==> src/rtl/vram_text_reader.sv <==
// Character-cell text reader: walks the VGA raster, fetches code/attribute words from VRAM port B
// and presents them with a fixed 3-cycle latency alongside the delayed sync signals.
module vram_text_reader #(
    parameter int unsigned TEXT_COLS = 64,
    parameter int unsigned TEXT_ROWS = 32,
    parameter int unsigned CELL_H    = 15
) (
    input  logic        clk,
    input  logic        rst_n,
    input  logic        de,
    input  logic        hs,
    input  logic        vs,
    input  logic        line_start,
    input  logic        frame_start,
    input  logic [4:0]  scroll_row,
    input  logic        cursor_en,
    input  logic [4:0]  cursor_row,
    input  logic [5:0]  cursor_col,
    output logic [10:0] vram_adb,
    output logic        vram_ceb,
    input  logic [8:0]  vram_doutb,
    output logic [7:0]  char_code,
    output logic [3:0]  glyph_line,
    output logic [2:0]  glyph_col,
    output logic        inverse,
    output logic        text_de,
    output logic        hs_out,
    output logic        vs_out
);

    localparam logic [10:0] PxLimit  = 11'(TEXT_COLS * 8);
    localparam logic [6:0]  RowLimit = 7'(TEXT_ROWS);
    localparam logic [3:0]  ScanLast = 4'(CELL_H - 1);
    localparam logic [5:0]  RowSat   = 6'd32;
    localparam logic [9:0]  PxSat    = 10'h3ff;

    // Raster position state
    logic [9:0] px_q, px_d;
    logic [3:0] scan_q, scan_d;
    logic [5:0] row_q, row_d;
    logic [4:0] scroll_q, scroll_d;
    logic [5:0] blink_cnt_q, blink_cnt_d;
    logic       frame_seen_q, frame_seen_d;
    logic       line_de_q, line_de_d;

    // Pipeline side-band
    logic       s1_win, s1_hs, s1_vs, s1_cur;
    logic [2:0] s1_gcol;
    logic [3:0] s1_gline;
    logic       s2_win, s2_hs, s2_vs, s2_cur;
    logic [2:0] s2_gcol;
    logic [3:0] s2_gline;

    logic       in_win;
    logic [5:0] col;
    logic [4:0] vram_row;
    logic       blink;
    logic       cur_hit;

    always_comb begin
        px_d         = px_q;
        scan_d       = scan_q;
        row_d        = row_q;
        scroll_d     = scroll_q;
        blink_cnt_d  = blink_cnt_q;
        frame_seen_d = frame_seen_q;
        line_de_d    = line_de_q;

        if (frame_start) begin
            // Frame start wins over a coincident line start: clear, never step.
            scan_d       = 4'd0;
            row_d        = 6'd0;
            scroll_d     = scroll_row;
            blink_cnt_d  = blink_cnt_q + 6'd1;
            frame_seen_d = 1'b1;
            line_de_d    = 1'b0;
            if (line_start) begin
                px_d = 10'd0;
            end
        end else if (line_start) begin
            px_d      = 10'd0;
            line_de_d = 1'b0;
            // Blank lines (no de) do not advance the glyph scanline.
            if (line_de_q) begin
                if (scan_q == ScanLast) begin
                    scan_d = 4'd0;
                    if (row_q != RowSat) begin
                        row_d = row_q + 6'd1;
                    end
                end else begin
                    scan_d = scan_q + 4'd1;
                end
            end
        end else if (de) begin
            line_de_d = 1'b1;
            if (px_q != PxSat) begin
                px_d = px_q + 10'd1;
            end
        end
    end

    always_ff @(posedge clk or negedge rst_n) begin
        if (!rst_n) begin
            px_q         <= 10'd0;
            scan_q       <= 4'd0;
            row_q        <= 6'd0;
            scroll_q     <= 5'd0;
            blink_cnt_q  <= 6'd0;
            frame_seen_q <= 1'b0;
            line_de_q    <= 1'b0;
        end else begin
            px_q         <= px_d;
            scan_q       <= scan_d;
            row_q        <= row_d;
            scroll_q     <= scroll_d;
            blink_cnt_q  <= blink_cnt_d;
            frame_seen_q <= frame_seen_d;
            line_de_q    <= line_de_d;
        end
    end

    always_comb begin
        col      = px_q[8:3];
        vram_row = row_q[4:0] + scroll_q;
        blink    = blink_cnt_q[5];
        in_win   = de & frame_seen_q & ({1'b0, px_q} < PxLimit) & ({1'b0, row_q} < RowLimit);
        // Compared in VRAM coordinates so the cursor scrolls with the text.
        cur_hit  = cursor_en & blink & (vram_row == cursor_row) & (col == cursor_col) & in_win;
    end

    // Stage 1: address issue plus side-band capture
    always_ff @(posedge clk or negedge rst_n) begin
        if (!rst_n) begin
            vram_adb <= 11'd0;
            vram_ceb <= 1'b0;
            s1_win   <= 1'b0;
            s1_hs    <= 1'b0;
            s1_vs    <= 1'b0;
            s1_cur   <= 1'b0;
            s1_gcol  <= 3'd0;
            s1_gline <= 4'd0;
        end else begin
            if (in_win) begin
                vram_adb <= {vram_row, col};
            end
            vram_ceb <= in_win;
            s1_win   <= in_win;
            s1_hs    <= hs & frame_seen_q;
            s1_vs    <= vs & frame_seen_q;
            s1_cur   <= cur_hit;
            s1_gcol  <= frame_seen_q ? px_q[2:0] : 3'd0;
            s1_gline <= frame_seen_q ? scan_q : 4'd0;
        end
    end

    // Stage 2: side-band waits while the RAM produces data
    always_ff @(posedge clk or negedge rst_n) begin
        if (!rst_n) begin
            s2_win   <= 1'b0;
            s2_hs    <= 1'b0;
            s2_vs    <= 1'b0;
            s2_cur   <= 1'b0;
            s2_gcol  <= 3'd0;
            s2_gline <= 4'd0;
        end else begin
            s2_win   <= s1_win;
            s2_hs    <= s1_hs;
            s2_vs    <= s1_vs;
            s2_cur   <= s1_cur;
            s2_gcol  <= s1_gcol;
            s2_gline <= s1_gline;
        end
    end

    // Stage 3: registered outputs, RAM data qualified by the window bit
    always_ff @(posedge clk or negedge rst_n) begin
        if (!rst_n) begin
            char_code  <= 8'd0;
            glyph_line <= 4'd0;
            glyph_col  <= 3'd0;
            inverse    <= 1'b0;
            text_de    <= 1'b0;
            hs_out     <= 1'b0;
            vs_out     <= 1'b0;
        end else begin
            char_code  <= s2_win ? vram_doutb[7:0] : 8'd0;
            inverse    <= s2_win & (vram_doutb[8] ^ s2_cur);
            text_de    <= s2_win;
            glyph_line <= s2_gline;
            glyph_col  <= s2_gcol;
            hs_out     <= s2_hs;
            vs_out     <= s2_vs;
        end
    end

endmodule
==> config.mk <==
export PLATFORM = sky130hd
export DESIGN_NAME = vram_text_reader
export DESIGN_NICKNAME = d
export VERILOG_FILES = /design/src/rtl/vram_text_reader.sv
export SDC_FILE = /design/constraint.sdc
export NUM_CORES = 1
export LEC_CHECK = 0
export CAP_MARGIN = 20
export CORE_MARGIN = 3
export CORE_UTILIZATION = 52
export DETAILED_ROUTE_END_ITERATION = 16
export PLACE_DENSITY_LB_ADDON = 0.15
export SKIP_CTS_REPAIR_TIMING = 1
export SLEW_MARGIN = 0
export SYNTH_ARGS = -nofsm -noshare
export SYNTH_HDL_FRONTEND = slang
export SYNTH_SLANG_ARGS = --single-unit
==> constraint.sdc <==
create_clock -name clk -period 2.85 [get_ports clk]
set_input_delay 0.285 -clock clk [delete_from_list [all_inputs] [get_ports clk]]
set_output_delay 0.285 -clock clk [all_outputs]
set_load 0.01 [all_outputs]
== After elaboration in Yosys (flattened, before gate mapping) ==
Cells that the tools add are included.
Word-level totals
  flip-flop bits (word level): 85
  latch bits: 0
  bits in writable memories: 0
  bits in read-only memories: 0
  output and inout port bits: 31
  logic and storage cells: 81
  memories kept: 0
Operators by class
  add/subtract/negate cells: 5
  multipliers: 0
  div/mod/pow operators: 0
  magnitude comparators: 2
  equality and inequality tests: 6
  shift operators: 0
  mux-type cells: 20
  bitwise operators: 11
  reductions and logical operators: 10
Operators by type and width (number)
  $mux W10: 5
  $mux W6: 5
  $mux W4: 5
  $add A6 B1 Y6 const B: 2
  $reduce_bool A2 Y1: 6
  $add A10 B1 Y10 const B: 1
  $and A1 B1 Y1: 10
  $lt A10 B10 Y1 const B: 1
  $ne A10 B10 Y1 const B: 1
  $mux W8: 1
  $eq A6 B6 Y1: 1
  $lt A6 B6 Y1 const B: 1
  $ne A6 B6 Y1 const B: 1
  $add A5 B5 Y5: 1
  $eq A5 B5 Y1: 1
  $add A4 B1 Y4 const B: 1
  $eq A4 B4 Y1 const B: 1
  $reduce_and A4 Y1: 1
  $mux W1: 3
  $mux W3: 1
  $reduce_and A3 Y1: 1
  $reduce_bool A3 Y1: 1
  $ne A2 B2 Y1 const B: 1
  $reduce_and A2 Y1: 1
  $xor A1 B1 Y1: 1

== Longest topological paths before layout ==
  depth after elaboration: 6
  gate-level depth with buffers: 7
  depth with buffers taken out: 6

== Least setup slack after synthesis ==
OpenSTA, ideal clock, no wires.
  path kind: register to register
  start: reg row_q[0]
  end: reg s1_cur
  library setup time: 0.096 ns
  arrival: 1.888 ns
  data required time: 2.754 ns
  slack: 0.866 ns
  cell stages (with the launch flop): 7
  path buffers: 0
  cell sequence: dfrtp_1 -> ha_1 -> fa_1 -> a21o_1 -> a21oi_1 -> xor3_1 -> nor4_2
Between the ends
  word-level cells in the longest chain between the ends: 5
Ends and longest elaborated chain
  start, declared: RTL line 40  | logic [5:0] row_q, row_d;
  start signal, assigned: RTL line 114  | row_q <= row_d;
  $add A5 B5 Y5: RTL line 124  | vram_row = row_q[4:0] + scroll_q;
  $eq A5 B5 Y1: RTL line 128  | cur_hit = cursor_en & blink & (vram_row == cursor_row) & (col == cursor_col) & in_win;
  $and A1 B1 Y1 (2 in a row): RTL line 128
  $and A1 B1 Y1 (*): RTL line 128
  net cur_hit: RTL line 58  | logic cur_hit;
  end signal, assigned: RTL line 150  | s1_cur <= cur_hit;
  end, declared: RTL line 47  | logic s1_win, s1_hs, s1_vs, s1_cur;
The timed path passes the listed nets; every way through them passes the cells marked *.
A chain may end at the register's enable or synchronous reset.

== Worst setup path in the final report ==
Same ends and word-level chain as after synthesis.

==> reports/metrics.csv <==
stage,metric,value,unit
power_and_ir_drop,power.internal,1.82,mW
worst_setup_path,wp_data_arrival,2.36,ns
global_route,grt_first_pass_wirelength,10300,µm
worst_setup_path,timing.reg2reg.setup_slack,0.75,ns
layout,layout-drive-gt1-share,0.140,
worst_setup_path,r2r-start,row_q[0],
placement,portBuffers,63,
worst_setup_path,worstSetupPathType,reg -> reg,
power_and_ir_drop,power.ir.vdd_worst,0.246,mV
layout,nNetsFinal,382,
layout,post_layout_nonfiller_instances,420,
sta,slew_viol_final,0,
power_and_ir_drop,sw_frac_of_total,0.251,
die,start_util,0.546,
worst_setup_path,startpoint_type,flip-flop,
cts,clk_pin_slew,0.08,ns
drt,vias,2230,
sta,period_share,0.738,
drt,viasPerCell,5.31,
placement,place_area,4240,µm²
synth,netlist-cell-type-count,51,
cts,cts_buffers,9,
drt,detail_route.wl_per_cell,14.7,µm
synth,instance_count_of_the_mapped_netlist,268,
global_route,grt_start_max_net_pins,86,
sta,tightestPinTransition,0.452,ns
global_route,grt_antenna_before_repair,0,
placement,hpwl,4210,µm
sta,clock-skew-final,0.0126,ns
placement,dp.cells,402,
drt,drt_pass1_iterations,4,
global_route,first_global_vias,2165,
synth,ys_seq_elements,85,
sta,post-route-worst-setup-slack,0.748,ns
power_and_ir_drop,power_frac_clock,0.317,
placement,gp_congestion,0.765,
hold_path,hold_class,reg -> reg,
die,y_dimension_of_the_die,88.6,µm
sta,period_needed,2.10,ns
worst_setup_path,sort_of_element_at_the_end_of_the_critical_path,flip-flop,
synth,synth-edff-count,0,
synth,synth.avg_cell_area,13.2,µm²
worst_setup_path,startpoint,row_q[0],
power_and_ir_drop,share_seq_of_total_power,0.559,
drt,routed_wirelength,6180,µm
cts,cts_tree,done,
sta,tns,0,ns
layout,num_antenna_cells,0,
die,die_width,88.6,µm
synth,synthesis.nets,312,
synth,netlist_area,3550,µm²
layout,final_cell_utilization_of_the_core,0.687,
cts,clock_tree.buffer_depth,2,
sta,grt_setup_unrepaired,no,
placement,post-place-ws,0.753,ns
layout,layout_common_cells,"sky130_fd_sc_hd__dfrtp_1, sky130_fd_sc_hd__clkdlybuf4s50_1, sky130_fd_sc_hd__and2_1",
global_route,overall_global_routing_resource_usage,0.174,
die,placeableCoreArea,6490,µm²
power_and_ir_drop,cellLeakagePower,2.03,nW
synth,synth.yosys.seq_area_share,0.600,
layout,syn2layout_area_growth,25.8,%
die,io-pin-count,64,
power_and_ir_drop,pwr-share-comb,0.123,
cts,cts.sink_count,85,
hold_path,min-delay-start,s1_gline[2],
worst_setup_path,worst_ep_required_time,3.11,ns
global_route,grt_overflow,0,
synth,ys.warnings.count,0,
cts,cts_root_buf,sky130_fd_sc_hd__clkbuf_8,
drt,number_of_drc_violations_after_detailed_routing_iteration_0,84,
drt,drc,0,
synth,yosys_most_used_dff,sky130_fd_sc_hd__dfrtp_1,
power_and_ir_drop,p_switching,611,µW
status,run_status,finished clean,
sta,final-setup-viol-count,0,
sta,slew_headroom,0.699,
run,max_cap_check_violation_count,0,
drt,detail-route-antenna-nets,0,
die,fp.dieArea,7850,µm²
sta,fmax,0.476,GHz
synth,ys_async_rst_share,1.00,
worst_setup_path,worstPathMaxFanout,4,
layout,layout_commonest_cell,sky130_fd_sc_hd__dfrtp_1,
die,rows,29,
cts,clk-insertion-delay-late,0.35,ns
power_and_ir_drop,total_power_density_per_cell_area,545,nW/µm²
layout,final_cell_area,4460,µm²
cts,ctsHtreeMaxLevel,3,
sta,report.final.hold_viol_count,0,
area by class of cell:
class	count	area (µm²)
Multi-Input combinational cell	168	1340
Clock buffer	10	138
Fill cell	473	2030
Clock inverter	6	45.0
Timing Repair Buffer	68	688
Sequential cell	85	2130
Tap cell	77	96.3
Inverter	6	22.5
cells in the mapped netlist (2+ instances only):
library cell / instances / area (µm²)
sky130_fd_sc_hd__nand2_1: 9 / 33.8
sky130_fd_sc_hd__a21o_1: 2 / 15.0
sky130_fd_sc_hd__dfrtp_1: 85 / 2130
sky130_fd_sc_hd__mux2_2: 16 / 180
sky130_fd_sc_hd__a31oi_1: 3 / 18.8
sky130_fd_sc_hd__xnor2_1: 8 / 70.1
sky130_fd_sc_hd__mux2i_1: 2 / 20.0
sky130_fd_sc_hd__o21ai_0: 3 / 15.0
sky130_fd_sc_hd__nor3_1: 5 / 25.0
sky130_fd_sc_hd__ha_1: 10 / 125
sky130_fd_sc_hd__nor3_2: 2 / 20.0
sky130_fd_sc_hd__clkbuf_1: 3 / 11.3
sky130_fd_sc_hd__nor4_1: 3 / 18.8
sky130_fd_sc_hd__a21oi_1: 15 / 75.1
sky130_fd_sc_hd__or3_1: 4 / 25.0
sky130_fd_sc_hd__nand4_1: 6 / 37.5
sky130_fd_sc_hd__inv_1: 6 / 22.5
sky130_fd_sc_hd__o21ai_1: 3 / 15.0
sky130_fd_sc_hd__nand3_1: 3 / 15.0
sky130_fd_sc_hd__nor2_1: 15 / 56.3
sky130_fd_sc_hd__xor2_1: 16 / 140
sky130_fd_sc_hd__and2_1: 20 / 125
critical path, stage by stage (launching register included):
cell and delay (ns):
sky130_fd_sc_hd__dfrtp_1 0.41, sky130_fd_sc_hd__ha_1 0.24, sky130_fd_sc_hd__fa_1 0.41, sky130_fd_sc_hd__a21o_1 0.20, sky130_fd_sc_hd__a21oi_1 0.26, sky130_fd_sc_hd__xor3_1 0.37
sky130_fd_sc_hd__nor4_2 0.13
worst paths after layout:
| kind | endpoint | cells after the start |
|---|---|---|
| max in group asynchronous | char_code[5] | 3 |
| min reg2reg | s2_gline[2] | 0 |
| min in group asynchronous | s2_hs | 2 |
| max | s1_cur | 6 |
| min | s2_gline[2] | 0 |
| max reg2reg | s1_cur | 6 |
layer usage:
metal  track usage  part of all wire  vias to the layer above
met2         0.266              0.46                       64
met1         0.237              0.46                     1091
met4        0.0728             0.022                        0
li1              -                 -                     1064
met3        0.0475             0.053                       11
met5             0                 0                        -
power groups by stage:
stage	logic, mW	clock network, mW	registers, mW
6_report	0.299	0.771	1.36
5_1_grt	0.332	0.857	1.37
4_1_cts	0.299	0.799	1.36
3_5_place_dp	0.298	0	1.38
3_3_place_gp	0.291	0	1.38
2_1_floorplan	0.144	0	1.38
flip-flops by register name, indices dropped and copies added, names as in the netlist, 3 cells and up:
| signal | cells |
|---|---|
| blink_cnt_q | 6 |
| char_code | 8 |
| glyph_col | 3 |
| glyph_line | 4 |
| px_q | 10 |
| row_q | 6 |
| s1_gcol | 3 |
| s1_gline | 4 |
| s2_gcol | 3 |
| s2_gline | 4 |
| scan_q | 4 |
| scroll_q | 5 |
| vram_adb | 11 |
cell families after synthesis:
kind of cell	share of synthesized area
DFF	0.600
and+or+nand+nor	0.143
AOI/OAI and AO/OA	0.0642
xor gates and xnor gates	0.0723
muxes	0.0565
buffers and inverters	0.0229
adders and majority gates	0.0409
per-stage QoR:
step | hold WS, ns | power [mW]
2_1_floorplan | -0.0106 | 1.52
3_3_place_gp | 0.331 | 1.67
3_5_place_dp | 0.335 | 1.68
4_1_cts | 0.142 | 2.46
5_1_grt | 0.359 | 2.56
6_report | 0.352 | 2.43
No activity file was read; power rests on OpenSTA's default activity.
